$ cat config.mk
export PLATFORM = sky130hd
export DESIGN_NAME = led_scan_n_flat
export DESIGN_NICKNAME = d
export VERILOG_FILES = /design/src/rtl/led_scan_n_if.sv /design/src/rtl/led_scan_n.sv /design/src/flat_wrapper.sv
export SDC_FILE = /design/constraint.sdc
export NUM_CORES = 1
export LEC_CHECK = 0
export ABC_AREA = 1
export BUFFER_PORTS_ARGS = -buffer_cell sky130_fd_sc_hd__buf_2
export CAP_MARGIN = 20
export CORE_ASPECT_RATIO = 0.75
export CORE_UTILIZATION = 50
export CTS_BUF_LIST = sky130_fd_sc_hd__clkbuf_16
export DETAILED_ROUTE_END_ITERATION = 6
export HOLD_SLACK_MARGIN = 0.1
export PLACE_DENSITY = 0.75
export SLEW_MARGIN = 20
export SYNTH_ARGS = -nofsm -noshare
export SYNTH_HDL_FRONTEND = slang
export SYNTH_SLANG_ARGS = --single-unit
$ cat constraint.sdc
create_clock -name clk -period 1.95 [get_ports clk]
set_input_delay 0.2925 -clock clk [delete_from_list [all_inputs] [get_ports clk]]
set_output_delay 0.2925 -clock clk [all_outputs]
set_load 0.02 [all_outputs]
$ cat src/rtl/led_scan_n_if.sv
// Bus bundle for led_scan_n: capture sources, capture strobes, decimal points and display drive.
interface led_scan_n_if #(
    parameter int unsigned NUM_DIGITS = 4
);
    logic [4*NUM_DIGITS-1:0] max;
    logic [4*NUM_DIGITS-1:0] min;
    logic                    up;
    logic                    down;
    logic [NUM_DIGITS-1:0]   dp;
    logic [NUM_DIGITS-1:0]   LedW;
    logic [7:0]              tub;
    logic                    scan_tick;

    modport master (output max, min, up, down, dp, input LedW, tub, scan_tick);
    modport slave  (input max, min, up, down, dp, output LedW, tub, scan_tick);
endinterface

$ cat src/rtl/led_scan_n.sv
// Multiplexed seven-segment hex display driver: captures a value from max/min,
// scans NUM_DIGITS digits at DIV clocks per digit, drives active-low enables and segments.
// Optional macro LED_LZ_BLANK_EN blanks leading-zero digits (digit 0 always shown).
module led_scan_n #(
    parameter int unsigned NUM_DIGITS = 4,
    parameter int unsigned DIV        = 10000
) (
    input  logic        clk,
    input  logic        reset,
    led_scan_n_if.slave bus
);
    localparam int unsigned VAL_W = 4 * NUM_DIGITS;
    localparam int unsigned CNT_W = (DIV > 1) ? $clog2(DIV) : 1;
    localparam int unsigned IDX_W = (NUM_DIGITS > 1) ? $clog2(NUM_DIGITS) : 1;
    localparam logic [CNT_W-1:0] CNT_LAST = CNT_W'(DIV - 1);
    localparam logic [IDX_W-1:0] IDX_LAST = IDX_W'(NUM_DIGITS - 1);

    logic [VAL_W-1:0]      shown, shown_nxt;
    logic [CNT_W-1:0]      cnt, cnt_nxt;
    logic [IDX_W-1:0]      idx, idx_nxt;
    logic                  tick_nxt;
    logic [NUM_DIGITS-1:0] ledw_nxt;
    logic [7:0]            tub_nxt;
    logic [3:0]            nib;
    logic                  dp_bit;
    logic                  blank;
`ifdef LED_LZ_BLANK_EN
    logic [IDX_W-1:0]      msd;
`endif

    // Hex nibble to active-high segments a..g.
    function automatic logic [6:0] seg_decode(input logic [3:0] n);
        logic [6:0] s;
        case (n)
            4'h0:    s = 7'b1111110;
            4'h1:    s = 7'b0110000;
            4'h2:    s = 7'b1101101;
            4'h3:    s = 7'b1111001;
            4'h4:    s = 7'b0110011;
            4'h5:    s = 7'b1011011;
            4'h6:    s = 7'b1011111;
            4'h7:    s = 7'b1110000;
            4'h8:    s = 7'b1111111;
            4'h9:    s = 7'b1111011;
            4'hA:    s = 7'b1110111;
            4'hB:    s = 7'b0011111;
            4'hC:    s = 7'b1001110;
            4'hD:    s = 7'b0111101;
            4'hE:    s = 7'b1001111;
            default: s = 7'b1000111;
        endcase
        return s;
    endfunction

    // Capture, dwell divider and digit index advance.
    always_comb begin
        shown_nxt = shown;
        cnt_nxt   = cnt + 1'b1;
        idx_nxt   = idx;
        tick_nxt  = 1'b0;
        if (bus.up) begin
            shown_nxt = bus.max;
        end else if (bus.down) begin
            shown_nxt = bus.min;
        end
        if (cnt == CNT_LAST) begin
            cnt_nxt  = '0;
            tick_nxt = 1'b1;
            idx_nxt  = (idx == IDX_LAST) ? '0 : idx + 1'b1;
        end
    end

    // Digit enable and segment pattern for the currently selected digit.
    always_comb begin
        nib    = 4'(shown >> {idx, 2'b00});
        dp_bit = 1'(bus.dp >> idx);
`ifdef LED_LZ_BLANK_EN
        msd = '0;
        for (int unsigned i = 1; i < NUM_DIGITS; i++) begin
            if (4'(shown >> (4 * i)) != 4'h0) begin
                msd = IDX_W'(i);
            end
        end
        blank = (idx > msd);
`else
        blank = 1'b0;
`endif
        ledw_nxt = ~(NUM_DIGITS'(1) << idx);
        tub_nxt  = {(blank ? 7'h7F : ~seg_decode(nib)), ~dp_bit};
    end

    // State and output registers with synchronous active-low reset.
    always_ff @(posedge clk) begin
        if (!reset) begin
            shown         <= '0;
            cnt           <= '0;
            idx           <= '0;
            bus.scan_tick <= 1'b0;
            bus.LedW      <= '1;
            bus.tub       <= 8'hFF;
        end else begin
            shown         <= shown_nxt;
            cnt           <= cnt_nxt;
            idx           <= idx_nxt;
            bus.scan_tick <= tick_nxt;
            bus.LedW      <= ledw_nxt;
            bus.tub       <= tub_nxt;
        end
    end
endmodule

$ cat src/flat_wrapper.sv
// flat-port wrapper written by rule: the top's interface ports become plain ports
module led_scan_n_flat 
#(
    parameter int unsigned NUM_DIGITS = 4,
    parameter int unsigned DIV        = 10000
)
  (clk, reset, bus_max, bus_min, bus_up, bus_down, bus_dp, bus_LedW, bus_tub, bus_scan_tick);
  led_scan_n_if #(.NUM_DIGITS(NUM_DIGITS)) bus_i ();
  input  logic clk;
  input  logic reset;
  input wire logic [$bits(bus_i.max)-1:0] bus_max;
  input wire logic [$bits(bus_i.min)-1:0] bus_min;
  input wire logic [$bits(bus_i.up)-1:0] bus_up;
  input wire logic [$bits(bus_i.down)-1:0] bus_down;
  input wire logic [$bits(bus_i.dp)-1:0] bus_dp;
  output wire logic [$bits(bus_i.LedW)-1:0] bus_LedW;
  output wire logic [$bits(bus_i.tub)-1:0] bus_tub;
  output wire logic [$bits(bus_i.scan_tick)-1:0] bus_scan_tick;
  assign bus_i.max = bus_max;
  assign bus_i.min = bus_min;
  assign bus_i.up = bus_up;
  assign bus_i.down = bus_down;
  assign bus_i.dp = bus_dp;
  assign bus_LedW = bus_i.LedW;
  assign bus_tub = bus_i.tub;
  assign bus_scan_tick = bus_i.scan_tick;
  led_scan_n #(.NUM_DIGITS(NUM_DIGITS), .DIV(DIV)) u_core (.clk(clk), .reset(reset), .bus(bus_i));
endmodule
* Word-level counts from Yosys, hierarchy flattened
Memories as Yosys holds them, arrays and structs flattened.
Index checks and enable logic that the tools add are counted.
** Word-level totals
- Word-level logic and storage cells :: 24
- Flip-flop bits (word level) :: 45
- Bits of input ports :: 40
- Memories kept :: 1
- Bits in read-only memories :: 112
- Output and inout port bits :: 13
** Memory list
- (name not given) :: words 16, bits a word 7, read ports 1, clocked after Yosys merged registers in 0, write ports 0, line led_scan_n.sv:34 : case (n)
** Cells by class
- Multiplexer cells :: 4
- $add $sub $neg :: 2
- Shift-type cells :: 3
- Reductions and logical operators :: 2
- Bitwise gates (word level) :: 4
- Equal/unequal tests :: 2
** Operators with widths (count)
- $mux 16 :: 2
- $shr 16x4->4 :: 1
- $add 14x1->14 const B :: 1
- $eq 14x14->1 const B :: 1
- $not 7->7 :: 1
- $not 4->4 :: 1
- $shl 1x2->4 const A :: 1
- $shr 4x2->1 :: 1
- $add 2x1->2 const B :: 1
- $eq 2x2->1 const B :: 1
- $mux 2 :: 1
- $not 1->1 :: 2
- $reduce_bool 2->1 :: 1
- $reduce_or 2->1 :: 1
- $mux 1 :: 1

* Logic depth before layout (Yosys ltp)
Gate-level depths: netlist of run 1.
An unclocked memory read counts as a cell.
- Depth in word-level cells :: 3
- Depth in mapped cells :: 11
- Mapped depth without buffers :: 10

* Least setup slack after synthesis of run 1
OpenSTA, ideal clock, no wires.
- Path type :: reg2reg
- From :: register u_core.idx[0]
- To :: register u_core.bus.tub[2]
- Required time :: 1.827 ns
- Setup time :: 0.123 ns
- Path buffers :: 1
- Clock period less this slack :: 1.489 ns
- Setup slack :: 0.461 ns
- Cell stages (with the launch flop) :: 12
- Arrival time :: 1.366 ns
- Cells stage by stage :: dfxtp_1 > inv_2 > buf_6 > nand2_1 > nand3_1 > nand2_1 > inv_1 > ha_1 > nand3_1 > nand2_1 > nand2_1 > nand3_1
** Between the ends
- Cells in the longest elaborated chain, start to end :: 3
** Ends and longest elaborated chain
- start: declaration :: line led_scan_n.sv:20 : logic [IDX_W-1:0] idx, idx_nxt;
- start signal: assignment :: line led_scan_n.sv:104 : idx <= idx_nxt;
- $shr 16x4->4 :: line led_scan_n.sv:75 : nib = 4'(shown >> {idx, 2'b00});
- $mem_v2 16x7
- $not 7->7 :: line led_scan_n.sv:89 : tub_nxt = {(blank ? 7'h7F : ~seg_decode(nib)), ~dp_bit};
- end signal: assignment :: line led_scan_n.sv:107 : bus.tub <= tub_nxt;
- end: declaration :: line led_scan_n_if.sv:15 : modport slave (input max, min, up, down, dp, output LedW, tub, scan_tick);
Every way passes these cells.
A chain may end at the register's enable or synchronous reset.

* Worst setup path in the final report of run 1
- From :: register u_core.idx[1]
- To :: register u_core.bus.tub[2]
The elaborated chain is that of the path after synthesis.

==> metrics.txt, run 1 <==
# TYPE chip_impl_metric gauge
chip_impl_info{name="outcome",value="completed"} 1
chip_impl_metric{name="dr.first_iter.drc_count",unit=""} 152
chip_impl_metric{name="fp.dieW",unit="um"} 83.4
chip_impl_metric{name="skew",unit="ns"} 0.00213
chip_impl_metric{name="wire_length_of_the_first_global_routing_pass",unit="um"} 8960
chip_impl_metric{name="number_of_antenna_violations_at_the_first_check_in_global_routing",unit=""} 0
chip_impl_metric{name="setup.reg_to_reg.worst_slack",unit="ns"} 0.30
chip_impl_metric{name="ctsHtreeMaxLevel",unit=""} 2
chip_impl_info{name="netlist.top_cell.by_area",value="sky130_fd_sc_hd__dfxtp_1"} 1
chip_impl_metric{name="dr.pass1.iters",unit=""} 5
chip_impl_metric{name="post_drt_via_cell_ratio",unit=""} 4.93
chip_impl_metric{name="drt_wl_total",unit="um"} 5190
chip_impl_info{name="crit_end_element",value="flop"} 1
chip_impl_metric{name="numCtsBuffers",unit=""} 5
chip_impl_metric{name="core_area",unit="um2"} 4620
chip_impl_metric{name="warning_count_from_the_yosys_run",unit=""} 0
chip_impl_metric{name="yosys_register_bits",unit=""} 45
chip_impl_metric{name="layout.nets",unit=""} 459
chip_impl_metric{name="cts_repair_resize_count",unit=""} 0
chip_impl_metric{name="grt_max_degree",unit=""} 20
chip_impl_metric{name="grtUsageMet1",unit="%"} 29.8
chip_impl_info{name="yosys_most_used_dff",value="sky130_fd_sc_hd__dfxtp_1"} 1
chip_impl_metric{name="finalCritPeriodShare",unit="%"} 84.9
chip_impl_metric{name="die-area",unit="um2"} 5260
chip_impl_metric{name="initial_core_util",unit="%"} 53.8
chip_impl_metric{name="path_max_fanout",unit=""} 9
chip_impl_metric{name="worst_hold_slack",unit="ns"} 0.303
chip_impl_metric{name="route.antenna.remaining_nets",unit=""} 0
chip_impl_metric{name="grt_pass1_vias",unit=""} 2000
chip_impl_metric{name="area.growth.synth_to_final",unit="%"} 16.6
chip_impl_metric{name="ys_seq_area_share",unit="%"} 36.2
chip_impl_metric{name="maximum_vdd_drop",unit="mV"} 0.471
chip_impl_metric{name="gr-total-overflow",unit=""} 0
chip_impl_metric{name="clk_latency",unit="ns"} 0.29
chip_impl_info{name="most_area_consuming_cells_after_synthesis",value="sky130_fd_sc_hd__dfxtp_1 (36%), sky130_fd_sc_hd__nand2_1 (16%), sky130_fd_sc_hd__nand3_1 (9.9%)"} 1
chip_impl_metric{name="p_leak",unit="nW"} 1.41
chip_impl_metric{name="report.final.hold_viol_count",unit=""} 0
chip_impl_metric{name="setup_tns",unit="ns"} 0
chip_impl_metric{name="syn_nets",unit=""} 408
chip_impl_metric{name="max-clock-path-buffers",unit=""} 2
chip_impl_metric{name="post-route-min-period",unit="ns"} 1.65
chip_impl_metric{name="ios",unit=""} 53
chip_impl_info{name="criticalPathCategory",value="flop to flop"} 1
chip_impl_metric{name="syn_inst",unit=""} 357
chip_impl_metric{name="num_antenna_cells",unit=""} 0
chip_impl_metric{name="fraction_of_layout_instances_using_a_drive_strength_above_1",unit="%"} 23.0
chip_impl_metric{name="worst_ep_required_time",unit="ns"} 2.10
chip_impl_info{name="rsz0062_at_grt",value="no"} 1
chip_impl_info{name="crit_path_start_kind",value="flop"} 1
chip_impl_metric{name="final-max-slew-violation-count",unit=""} 0
chip_impl_metric{name="met2_usage",unit="%"} 31.3
chip_impl_metric{name="setup-violations-final",unit=""} 0
chip_impl_info{name="ys_top_cells_by_count",value="sky130_fd_sc_hd__nand2_1 (107), sky130_fd_sc_hd__inv_1 (51), sky130_fd_sc_hd__nand3_1 (49)"} 1
chip_impl_metric{name="clock-sinks",unit=""} 45
chip_impl_metric{name="max_slew_margin",unit="%"} 73.5
chip_impl_metric{name="path_clk_slew",unit="ns"} 0.06
chip_impl_metric{name="worstMarginPinSlew",unit="ns"} 0.397
chip_impl_metric{name="routabilityCongestion",unit=""} 0.867
chip_impl_metric{name="place_ws",unit="ns"} 0.329
chip_impl_info{name="busiest_grt_layer",value="met2"} 1
chip_impl_metric{name="cap_viol_max_count",unit=""} 0
chip_impl_metric{name="dp_hpwl",unit="um"} 3800
chip_impl_metric{name="cts_setup_buffers",unit=""} 0
chip_impl_metric{name="placement.io_buffers",unit=""} 52
chip_impl_metric{name="cts_hold_buf",unit=""} 0
chip_impl_metric{name="worst_ep_arrival_time",unit="ns"} 1.81
chip_impl_metric{name="post-synth-top-area-fraction",unit="%"} 36.2
chip_impl_metric{name="max_freq",unit="MHz"} 604
chip_impl_metric{name="track_usage",unit="%"} 21.3
chip_impl_metric{name="setup_ws",unit="ns"} 0.295
chip_impl_metric{name="synth-edff-count",unit=""} 0
chip_impl_metric{name="synth_area_per_cell",unit="um2"} 6.96
chip_impl_metric{name="use_met3",unit="%"} 6.42
chip_impl_metric{name="std_cell_rows",unit=""} 21
chip_impl_metric{name="post-route-drc-count",unit=""} 0
chip_impl_metric{name="report.power.total",unit="mW"} 2.05
chip_impl_metric{name="drt-wirelength-per-cell",unit="um"} 11.2
chip_impl_metric{name="post_synth_instance_area",unit="um2"} 2490
chip_impl_metric{name="num_vias",unit=""} 2291
chip_impl_metric{name="utilization",unit="%"} 62.7
chip_impl_info{name="cts_tree",value="done"} 1
chip_impl_info{name="cts.root.buffer_cell",value="sky130_fd_sc_hd__clkbuf_16"} 1
chip_impl_info{name="most_used_standard_cell_by_instance_count_after_synthesis",value="sky130_fd_sc_hd__nand2_1"} 1
chip_impl_metric{name="async_reset_ff_share",unit="%"} 0
chip_impl_metric{name="post_synth_num_cell_types",unit=""} 29
chip_impl_info{name="worst_hold_path_type",value="input pin to flop"} 1
chip_impl_metric{name="chipHeight",unit="um"} 63.1
chip_impl_metric{name="power-per-cell-area",unit="nW/um2"} 709
-- metal layers --
metal	routed length, um	vias up
li1	-	1217
met1	2640	980
met2	2090	89
met3	401	5
met4	61	0
met5	0	-
-- power breakdown --
part | switching, mW | internal, mW | total (mW)
sequential | 0.0171 | 0.963 | 0.980
clock | 0.339 | 0.463 | 0.802
combinational | 0.165 | 0.107 | 0.272
-- per-stage QoR --
stage,cells,instance area [um2]
after floorplan,357,2490
after global placement,458,2760
after detailed placement,458,2760
after CTS,465,2900
after global routing,465,2900
final,465,2900
-- worst max-delay path, stage by stage (launching register included) --
cell	delay, ns
sky130_fd_sc_hd__dfxtp_1	0.39
sky130_fd_sc_hd__inv_2	0.18
sky130_fd_sc_hd__nand3_1	0.09
sky130_fd_sc_hd__nand2_1	0.20
sky130_fd_sc_hd__inv_1	0.12
sky130_fd_sc_hd__ha_1	0.21
sky130_fd_sc_hd__nand3_1	0.13
sky130_fd_sc_hd__nand2_1	0.07
sky130_fd_sc_hd__nand2_1	0.05
sky130_fd_sc_hd__nand3_1	0.07
-- logic make-up (layout without fill, tap and decap cells) --
| logic type | after synthesis | count (layout) | synth area share (%) |
|---|---|---|---|
| flip-flops | 45 | 45 | 36.2 |
| adder cells (fa/ha/maj) | 11 | 11 | 5.54 |
| AO/OA/AOI/OAI | 32 | 32 | 9.36 |
| XOR/XNOR | 3 | 3 | 1.06 |
| AND/OR/NAND/NOR | 197 | 197 | 35.4 |
| buffers and inverters | 69 | 120 | 12.4 |
-- cell usage in the layout (no fill, tap or decap), drive strengths merged --
cell type	n
o21ai	13
o22ai	1
nand3b	1
nor3	3
clkinv	1
nand2	111
clkinvlp	1
or2	1
nand3	51
xor2	3
clkbuf	5
o211ai	12
nand4	2
ha	11
buf	58
dfxtp	45
a21oi	6
inv	55
nor2	28
-- registers in the layout, summed over array words and instances (netlist names) --
name,cells
u_core.idx,2
u_core.bus.scan_tick,1
u_core.bus.tub,8
u_core.bus.LedW,4
u_core.cnt,14
u_core.shown,16
-- cell type report --
type                    instances  area, um2
flip-flops and latches         45        901
inverters                      55        206
multi-input cells             243       1280
repair buffers                 58        305
well taps                      57       71.3
clock inverters                 2       11.3
clock buffers                   5        125
fillers                       425       1730
-- path summary, 6_finish.rpt --
path / startpoint / endpoint / cells after the start
hold / removal: bus_max[15] / u_core.shown[15] / 5
setup reg to reg: u_core.idx[1] / u_core.bus.tub[2] / 9
setup / recovery: u_core.idx[1] / u_core.bus.tub[2] / 9
hold reg to reg: u_core.cnt[0] / u_core.cnt[0] / 1
Power figures use the tool's default switching activity.
==> run 2, diff against run 1 <==
CORE_UTILIZATION = 49   (was 50)
PLACE_DENSITY = 0.77   (was 0.75)
clock period = 1.5 ns   (was 1.95 ns; I/O delays follow)
==> metrics.txt, run 2 (synthesized netlist as in run 1, its figures left out) <==
# TYPE chip_impl_metric gauge
chip_impl_info{name="max_flop_register",value="u_core.shown"} 1
chip_impl_metric{name="maximum_vdd_drop",unit="mV"} 0.497
chip_impl_metric{name="fraction_of_layout_instances_using_a_drive_strength_above_1",unit="%"} 27.3
chip_impl_metric{name="route.antenna.remaining_nets",unit=""} 0
chip_impl_metric{name="max_freq",unit="MHz"} 687
chip_impl_metric{name="clk_latency",unit="ns"} 0.28
chip_impl_metric{name="ios",unit=""} 53
chip_impl_metric{name="wire_length_of_the_first_global_routing_pass",unit="um"} 9190
chip_impl_info{name="cp_common_cell",value="sky130_fd_sc_hd__nand3_1"} 1
chip_impl_info{name="path_cells",value="inv_4, buf_4, nand2_2, nand3_2, nand2_4, nand2_1, nand3_1, nand3_1"} 1
chip_impl_metric{name="setup_tns",unit="ns"} 0
chip_impl_info{name="mostFrequentLayoutCells",value="sky130_fd_sc_hd__nand2_1 (104), sky130_fd_sc_hd__buf_2 (52), sky130_fd_sc_hd__inv_1 (50), sky130_fd_sc_hd__nand3_1 (47), sky130_fd_sc_hd__dfxtp_1 (43)"} 1
chip_impl_metric{name="grt_pass1_vias",unit=""} 2031
chip_impl_info{name="top_regs",value="u_core.shown x16, u_core.cnt x14, u_core.bus.tub x8"} 1
chip_impl_info{name="crit_family",value="simple AND/OR/NAND/NOR gates"} 1
chip_impl_metric{name="fp.dieW",unit="um"} 84.3
chip_impl_info{name="cts.root.buffer_cell",value="sky130_fd_sc_hd__clkbuf_16"} 1
chip_impl_metric{name="utilization",unit="%"} 62.7
chip_impl_metric{name="die-area",unit="um2"} 5370
chip_impl_metric{name="post-route-min-period",unit="ns"} 1.45
chip_impl_metric{name="layout.cell_area.non_filler",unit="um2"} 3050
chip_impl_metric{name="setup_ws",unit="ns"} 0.0451
chip_impl_metric{name="initial_core_util",unit="%"} 51.0
chip_impl_metric{name="max_slew_margin",unit="%"} 56.3
chip_impl_metric{name="cap_viol_max_count",unit=""} 0
chip_impl_metric{name="chipHeight",unit="um"} 63.7
chip_impl_metric{name="std_cell_rows",unit=""} 22
chip_impl_metric{name="placement.io_buffers",unit=""} 52
chip_impl_metric{name="area.growth.synth_to_final",unit="%"} 22.8
chip_impl_metric{name="cts_hold_buf",unit=""} 0
chip_impl_info{name="crit_path_start_kind",value="flop"} 1
chip_impl_info{name="crit_end_element",value="flop"} 1
chip_impl_metric{name="cts_setup_buffers",unit=""} 0
chip_impl_metric{name="core_area",unit="um2"} 4870
chip_impl_metric{name="path_max_fanout",unit=""} 10
chip_impl_info{name="cts_tree",value="done"} 1
chip_impl_metric{name="track_usage",unit="%"} 21.5
chip_impl_info{name="outcome",value="finished, violations left"} 1
chip_impl_metric{name="max-clock-path-buffers",unit=""} 2
chip_impl_info{name="setup.worst_path.start",value="u_core.idx[0]"} 1
chip_impl_metric{name="num_vias",unit=""} 2322
chip_impl_info{name="layout.cells.most_common",value="sky130_fd_sc_hd__nand2_1"} 1
chip_impl_metric{name="flip_flop_count_of_the_largest_register_after_layout",unit=""} 16
chip_impl_metric{name="num_antenna_cells",unit=""} 0
chip_impl_metric{name="path_buf_inv",unit=""} 2
chip_impl_info{name="failing_checks",value="DRC"} 1
chip_impl_metric{name="final-max-slew-violation-count",unit=""} 0
chip_impl_metric{name="path_clk_slew",unit="ns"} 0.06
chip_impl_metric{name="ctsHtreeMaxLevel",unit=""} 2
chip_impl_metric{name="n_fill_cell",unit=""} 428
chip_impl_metric{name="post_layout_nonfiller_instances",unit=""} 477
chip_impl_metric{name="routabilityCongestion",unit=""} 0.844
chip_impl_metric{name="power-per-cell-area",unit="nW/um2"} 943
chip_impl_metric{name="report.final.hold_viol_count",unit=""} 0
chip_impl_metric{name="worstMarginPinSlew",unit="ns"} 0.655
chip_impl_metric{name="layout.nets",unit=""} 467
chip_impl_metric{name="numCtsBuffers",unit=""} 5
chip_impl_metric{name="grt_max_degree",unit=""} 22
chip_impl_metric{name="drt-wirelength-per-cell",unit="um"} 11.4
chip_impl_metric{name="setup-violations-final",unit=""} 0
chip_impl_info{name="critical_path.slowest_cell",value="sky130_fd_sc_hd__dfxtp_4"} 1
chip_impl_metric{name="worst_ep_required_time",unit="ns"} 1.64
chip_impl_metric{name="post-place-cells",unit=""} 469
chip_impl_metric{name="worst_ep_arrival_time",unit="ns"} 1.60
chip_impl_metric{name="dp_hpwl",unit="um"} 3930
chip_impl_metric{name="drt_wl_total",unit="um"} 5450
chip_impl_info{name="hold_start",value="bus_max[7]"} 1
chip_impl_metric{name="critical_path.max_stage_delay",unit="ns"} 0.40
chip_impl_info{name="timing.rr.start",value="u_core.idx[0]"} 1
chip_impl_metric{name="gr-total-overflow",unit=""} 0
chip_impl_metric{name="p_leak",unit="nW"} 1.48
chip_impl_metric{name="finalCritPeriodShare",unit="%"} 97.0
chip_impl_metric{name="dr.pass1.iters",unit=""} 7
chip_impl_metric{name="place_ws",unit="ns"} -0.0418
chip_impl_metric{name="post-route-drc-count",unit=""} 6
chip_impl_metric{name="number_of_antenna_violations_at_the_first_check_in_global_routing",unit=""} 0
chip_impl_info{name="worst_hold_path_type",value="input pin to flop"} 1
chip_impl_info{name="criticalPathCategory",value="flop to flop"} 1
chip_impl_metric{name="skew",unit="ns"} 0.00725
chip_impl_metric{name="post_drt_via_cell_ratio",unit=""} 4.87
chip_impl_metric{name="dr.first_iter.drc_count",unit=""} 212
chip_impl_metric{name="placed_area",unit="um2"} 2830
chip_impl_metric{name="clock-sinks",unit=""} 45
-- run 2: cell types whose count changed in the layout (fill, tap and decap cells not counted), sizes merged --
cell,delta
buf,+8
bufinv,+1
-- run 2: cell type report --
class                           count  area [um2]  share of cell area (%)
Multi-Input combinational cell    243        1330                    43.5
Sequential cell                    45         906                    29.7
Timing Repair Buffer               66         369                    12.1
Inverter                           55         209                    6.84
Clock buffer                        5         125                    4.10
Tap cell                           60        75.1                    2.46
Clock inverter                      3        41.3                    1.35
-- run 2: layer usage --
metal	global-route usage [%]	up-vias	part of all wire, %
met5	0	-	0
met4	4.74	0	0.73
met3	4.85	6	5.7
met2	34.8	81	43
met1	29.4	996	50
li1	-	1239	-
-- run 2: worst register-to-register path, cell delays in order, from the launching register on --
cell                      delay (ns)
sky130_fd_sc_hd__dfxtp_4        0.40
sky130_fd_sc_hd__inv_4          0.06
sky130_fd_sc_hd__buf_4          0.16
sky130_fd_sc_hd__nand2_2        0.06
sky130_fd_sc_hd__nand3_2        0.17
sky130_fd_sc_hd__nand2_4        0.18
sky130_fd_sc_hd__nand2_1        0.11
sky130_fd_sc_hd__nand3_1        0.10
sky130_fd_sc_hd__nand3_1        0.08
-- run 2: worst paths after layout --
kind,cells after the start,slack (ns),end
setup reg to reg,8,0.05,u_core.bus.tub[6]
hold reg to reg,2,0.49,u_core.cnt[4]
setup / recovery,8,0.05,u_core.bus.tub[6]
hold / removal,5,0.24,u_core.shown[7]
-- run 2: through the flow --
stage,total power [mW],hold slack (ns)
2_1_floorplan,1.54,0.383
4_1_cts,2.88,0.244
3_5_place_dp,1.66,0.477
5_1_grt,2.99,0.258
6_report,2.88,0.241
3_3_place_gp,1.65,0.474
-- run 2: report_power, final --
part	internal (mW)	leakage [nW]	switching [mW]	total [mW]
sequential	1.25	0.371	0.0231	1.27
combinational	0.150	1.03	0.225	0.375
clock	0.780	0.0775	0.451	1.23
-- run 2: timing repair --
item	CTS	global route
pin swaps	0	2
cloned	0	0
resized for setup	3	13
setup endpoints to repair	6	7
==> run 3, diff against run 2 <==
CELL_PAD_IN_SITES_DETAIL_PLACEMENT = 1   (was unset)
CELL_PAD_IN_SITES_GLOBAL_PLACEMENT = 2   (was unset)
CORE_UTILIZATION = 27   (was 49)
==> metrics.txt, run 3 (synthesized netlist as in run 1, its figures left out) <==
# TYPE chip_impl_metric gauge
chip_impl_metric{name="wire_length_of_the_first_global_routing_pass",unit="um"} 11800
chip_impl_metric{name="skew",unit="ns"} 0.00708
chip_impl_metric{name="p_leak",unit="nW"} 1.56
chip_impl_info{name="criticalPathCategory",value="flop to flop"} 1
chip_impl_info{name="layout.cells.most_common",value="sky130_fd_sc_hd__nand2_1"} 1
chip_impl_metric{name="numCtsBuffers",unit=""} 5
chip_impl_metric{name="maximum_vdd_drop",unit="mV"} 0.353
chip_impl_metric{name="path_clk_slew",unit="ns"} 0.06
chip_impl_metric{name="dp_hpwl",unit="um"} 5260
chip_impl_info{name="outcome",value="completed"} 1
chip_impl_metric{name="finalCritPeriodShare",unit="%"} 96.2
chip_impl_metric{name="std_cell_rows",unit=""} 29
chip_impl_info{name="crit_family",value="simple AND/OR/NAND/NOR gates"} 1
chip_impl_metric{name="routabilityCongestion",unit=""} 0.899
chip_impl_metric{name="path_buf_inv",unit=""} 2
chip_impl_info{name="rsz0062_at_grt",value="yes"} 1
chip_impl_metric{name="worst_ep_arrival_time",unit="ns"} 1.61
chip_impl_metric{name="post-place-cells",unit=""} 527
chip_impl_metric{name="flip_flop_count_of_the_largest_register_after_layout",unit=""} 16
chip_impl_metric{name="fp.dieW",unit="um"} 113
chip_impl_metric{name="clk_latency",unit="ns"} 0.29
chip_impl_metric{name="worst_ep_required_time",unit="ns"} 1.66
chip_impl_metric{name="num_antenna_cells",unit=""} 0
chip_impl_info{name="cts.root.buffer_cell",value="sky130_fd_sc_hd__clkbuf_16"} 1
chip_impl_metric{name="area.growth.synth_to_final",unit="%"} 31.2
chip_impl_metric{name="drt_wl_total",unit="um"} 6780
chip_impl_metric{name="report.power.total",unit="mW"} 2.73
chip_impl_info{name="max_flop_register",value="u_core.shown"} 1
chip_impl_info{name="critical_path.slowest_cell",value="sky130_fd_sc_hd__dfxtp_4"} 1
chip_impl_metric{name="max-clock-path-buffers",unit=""} 2
chip_impl_metric{name="chipHeight",unit="um"} 85.1
chip_impl_metric{name="post-route-min-period",unit="ns"} 1.44
chip_impl_metric{name="post-route-drc-count",unit=""} 0
chip_impl_metric{name="placement.io_buffers",unit=""} 52
chip_impl_metric{name="report.final.hold_viol_count",unit=""} 0
chip_impl_info{name="path_cells",value="inv_6, nand2_1, nand3_2, nand2_2, buf_6, ha_4, nand3_1, nand3_1, nand3_1"} 1
chip_impl_metric{name="final-max-slew-violation-count",unit=""} 0
chip_impl_info{name="crit_path_start_kind",value="flop"} 1
chip_impl_metric{name="grt_max_degree",unit=""} 22
chip_impl_metric{name="max_freq",unit="MHz"} 693
chip_impl_metric{name="path_max_fanout",unit=""} 8
chip_impl_info{name="worst_hold_path_type",value="input pin to flop"} 1
chip_impl_metric{name="post_drt_via_cell_ratio",unit=""} 4.47
chip_impl_info{name="top_regs",value="u_core.shown x16, u_core.cnt x14, u_core.bus.tub x8"} 1
chip_impl_metric{name="route.antenna.remaining_nets",unit=""} 0
chip_impl_metric{name="post_layout_nonfiller_instances",unit=""} 537
chip_impl_metric{name="max_slew_margin",unit="%"} 54.4
chip_impl_metric{name="drt-wirelength-per-cell",unit="um"} 12.6
chip_impl_metric{name="fraction_of_layout_instances_using_a_drive_strength_above_1",unit="%"} 31.2
chip_impl_metric{name="critical_path.max_stage_delay",unit="ns"} 0.38
chip_impl_metric{name="gr-total-overflow",unit=""} 0
chip_impl_metric{name="cts_hold_buf",unit=""} 0
chip_impl_metric{name="layout.nets",unit=""} 480
chip_impl_metric{name="power-per-cell-area",unit="nW/um2"} 836
chip_impl_metric{name="cap_viol_max_count",unit=""} 0
chip_impl_metric{name="worstMarginPinSlew",unit="ns"} 0.684
chip_impl_metric{name="ctsHtreeMaxLevel",unit=""} 2
chip_impl_info{name="cts_tree",value="done"} 1
chip_impl_metric{name="grt_pass1_vias",unit=""} 2435
chip_impl_metric{name="dr.pass1.iters",unit=""} 4
chip_impl_metric{name="ios",unit=""} 53
chip_impl_metric{name="number_of_antenna_violations_at_the_first_check_in_global_routing",unit=""} 0
chip_impl_metric{name="die-area",unit="um2"} 9600
chip_impl_info{name="cp_common_cell",value="sky130_fd_sc_hd__nand3_1"} 1
chip_impl_metric{name="dr.first_iter.drc_count",unit=""} 66
chip_impl_metric{name="clock-sinks",unit=""} 45
chip_impl_metric{name="setup-violations-final",unit=""} 0
chip_impl_metric{name="num_vias",unit=""} 2398
chip_impl_info{name="crit_end_element",value="flop"} 1
chip_impl_metric{name="core_area",unit="um2"} 8710
chip_impl_info{name="mostFrequentLayoutCells",value="sky130_fd_sc_hd__nand2_1 (100), sky130_fd_sc_hd__buf_2 (52), sky130_fd_sc_hd__inv_1 (51), sky130_fd_sc_hd__nand3_1 (45), sky130_fd_sc_hd__dfxtp_1 (42)"} 1
chip_impl_metric{name="track_usage",unit="%"} 15.6
chip_impl_metric{name="initial_core_util",unit="%"} 28.5
## run 3: cell types whose count changed in the layout (fill, tap and decap cells not counted), sizes merged
cell,before,now
bufinv,1,0
clkinvlp,1,0
inv,55,56
buf,66,79
## run 3: worst paths after layout
kind | cells after the start | endpoint | from | slack, ns
max | 9 | u_core.bus.tub[4] | u_core.idx[0] | 0.06
min reg2reg | 2 | u_core.cnt[13] | u_core.cnt[13] | 0.49
min | 5 | u_core.shown[14] | bus_max[14] | 0.23
max reg2reg | 9 | u_core.bus.tub[4] | u_core.idx[0] | 0.06
## run 3: what timing repair did
item | 4_1_cts | 5_1_grt
resized for setup | 6 | 27
endpoints found under the setup margin | 7 | 23
setup buffers | 1 | 2
pin swaps | 1 | 6
gates cloned | 0 | 0
## run 3: layout make-up
cell class                 instances  area (um2)
clock inverter                     2        7.51
fill                            1132        5450
timing repair buffer              79         483
inverter                          55         214
clock buffer                       5         125
multi-input combinational        243        1390
tap                              108         135
sequential                        45         907
## run 3: per-stage QoR
step	hold WS, ns	utilization, %	TNS [ns]	instance area [um2]	worst slack [ns]
after floorplan	0.383	-	0	2490	0.0109
after global placement	0.472	34.0	-0.0655	2960	-0.0301
after detailed placement	0.485	34.0	-0.589	2960	-0.125
after CTS	0.227	35.7	0	3110	0.000249
after global routing	0.239	37.4	-0.0739	3260	-0.0389
final	0.231	37.4	0	3260	0.0564
## run 3: tightest hold or removal path, cell delays in order
cell and delay (ns):
sky130_fd_sc_hd__buf_2 0.08, sky130_fd_sc_hd__nand2_1 0.05, sky130_fd_sc_hd__o211ai_2 0.06, sky130_fd_sc_hd__nand2_1 0.04, sky130_fd_sc_hd__inv_1 0.04
## run 3: layer usage
metal	wire length [um]	GRT usage (%)
met2	2980	24.5
met4	84	5.09
met1	3540	21.0
met5	0	0
met3	180	3.57
## run 3: where the power goes
| part | switching (mW) | leakage (nW) | total [mW] | internal, mW |
|---|---|---|---|---|
| sequential | 0.0280 | 0.372 | 1.28 | 1.25 |
| clock | 0.453 | 0.0685 | 1.05 | 0.596 |
| combinational | 0.233 | 1.12 | 0.400 | 0.167 |
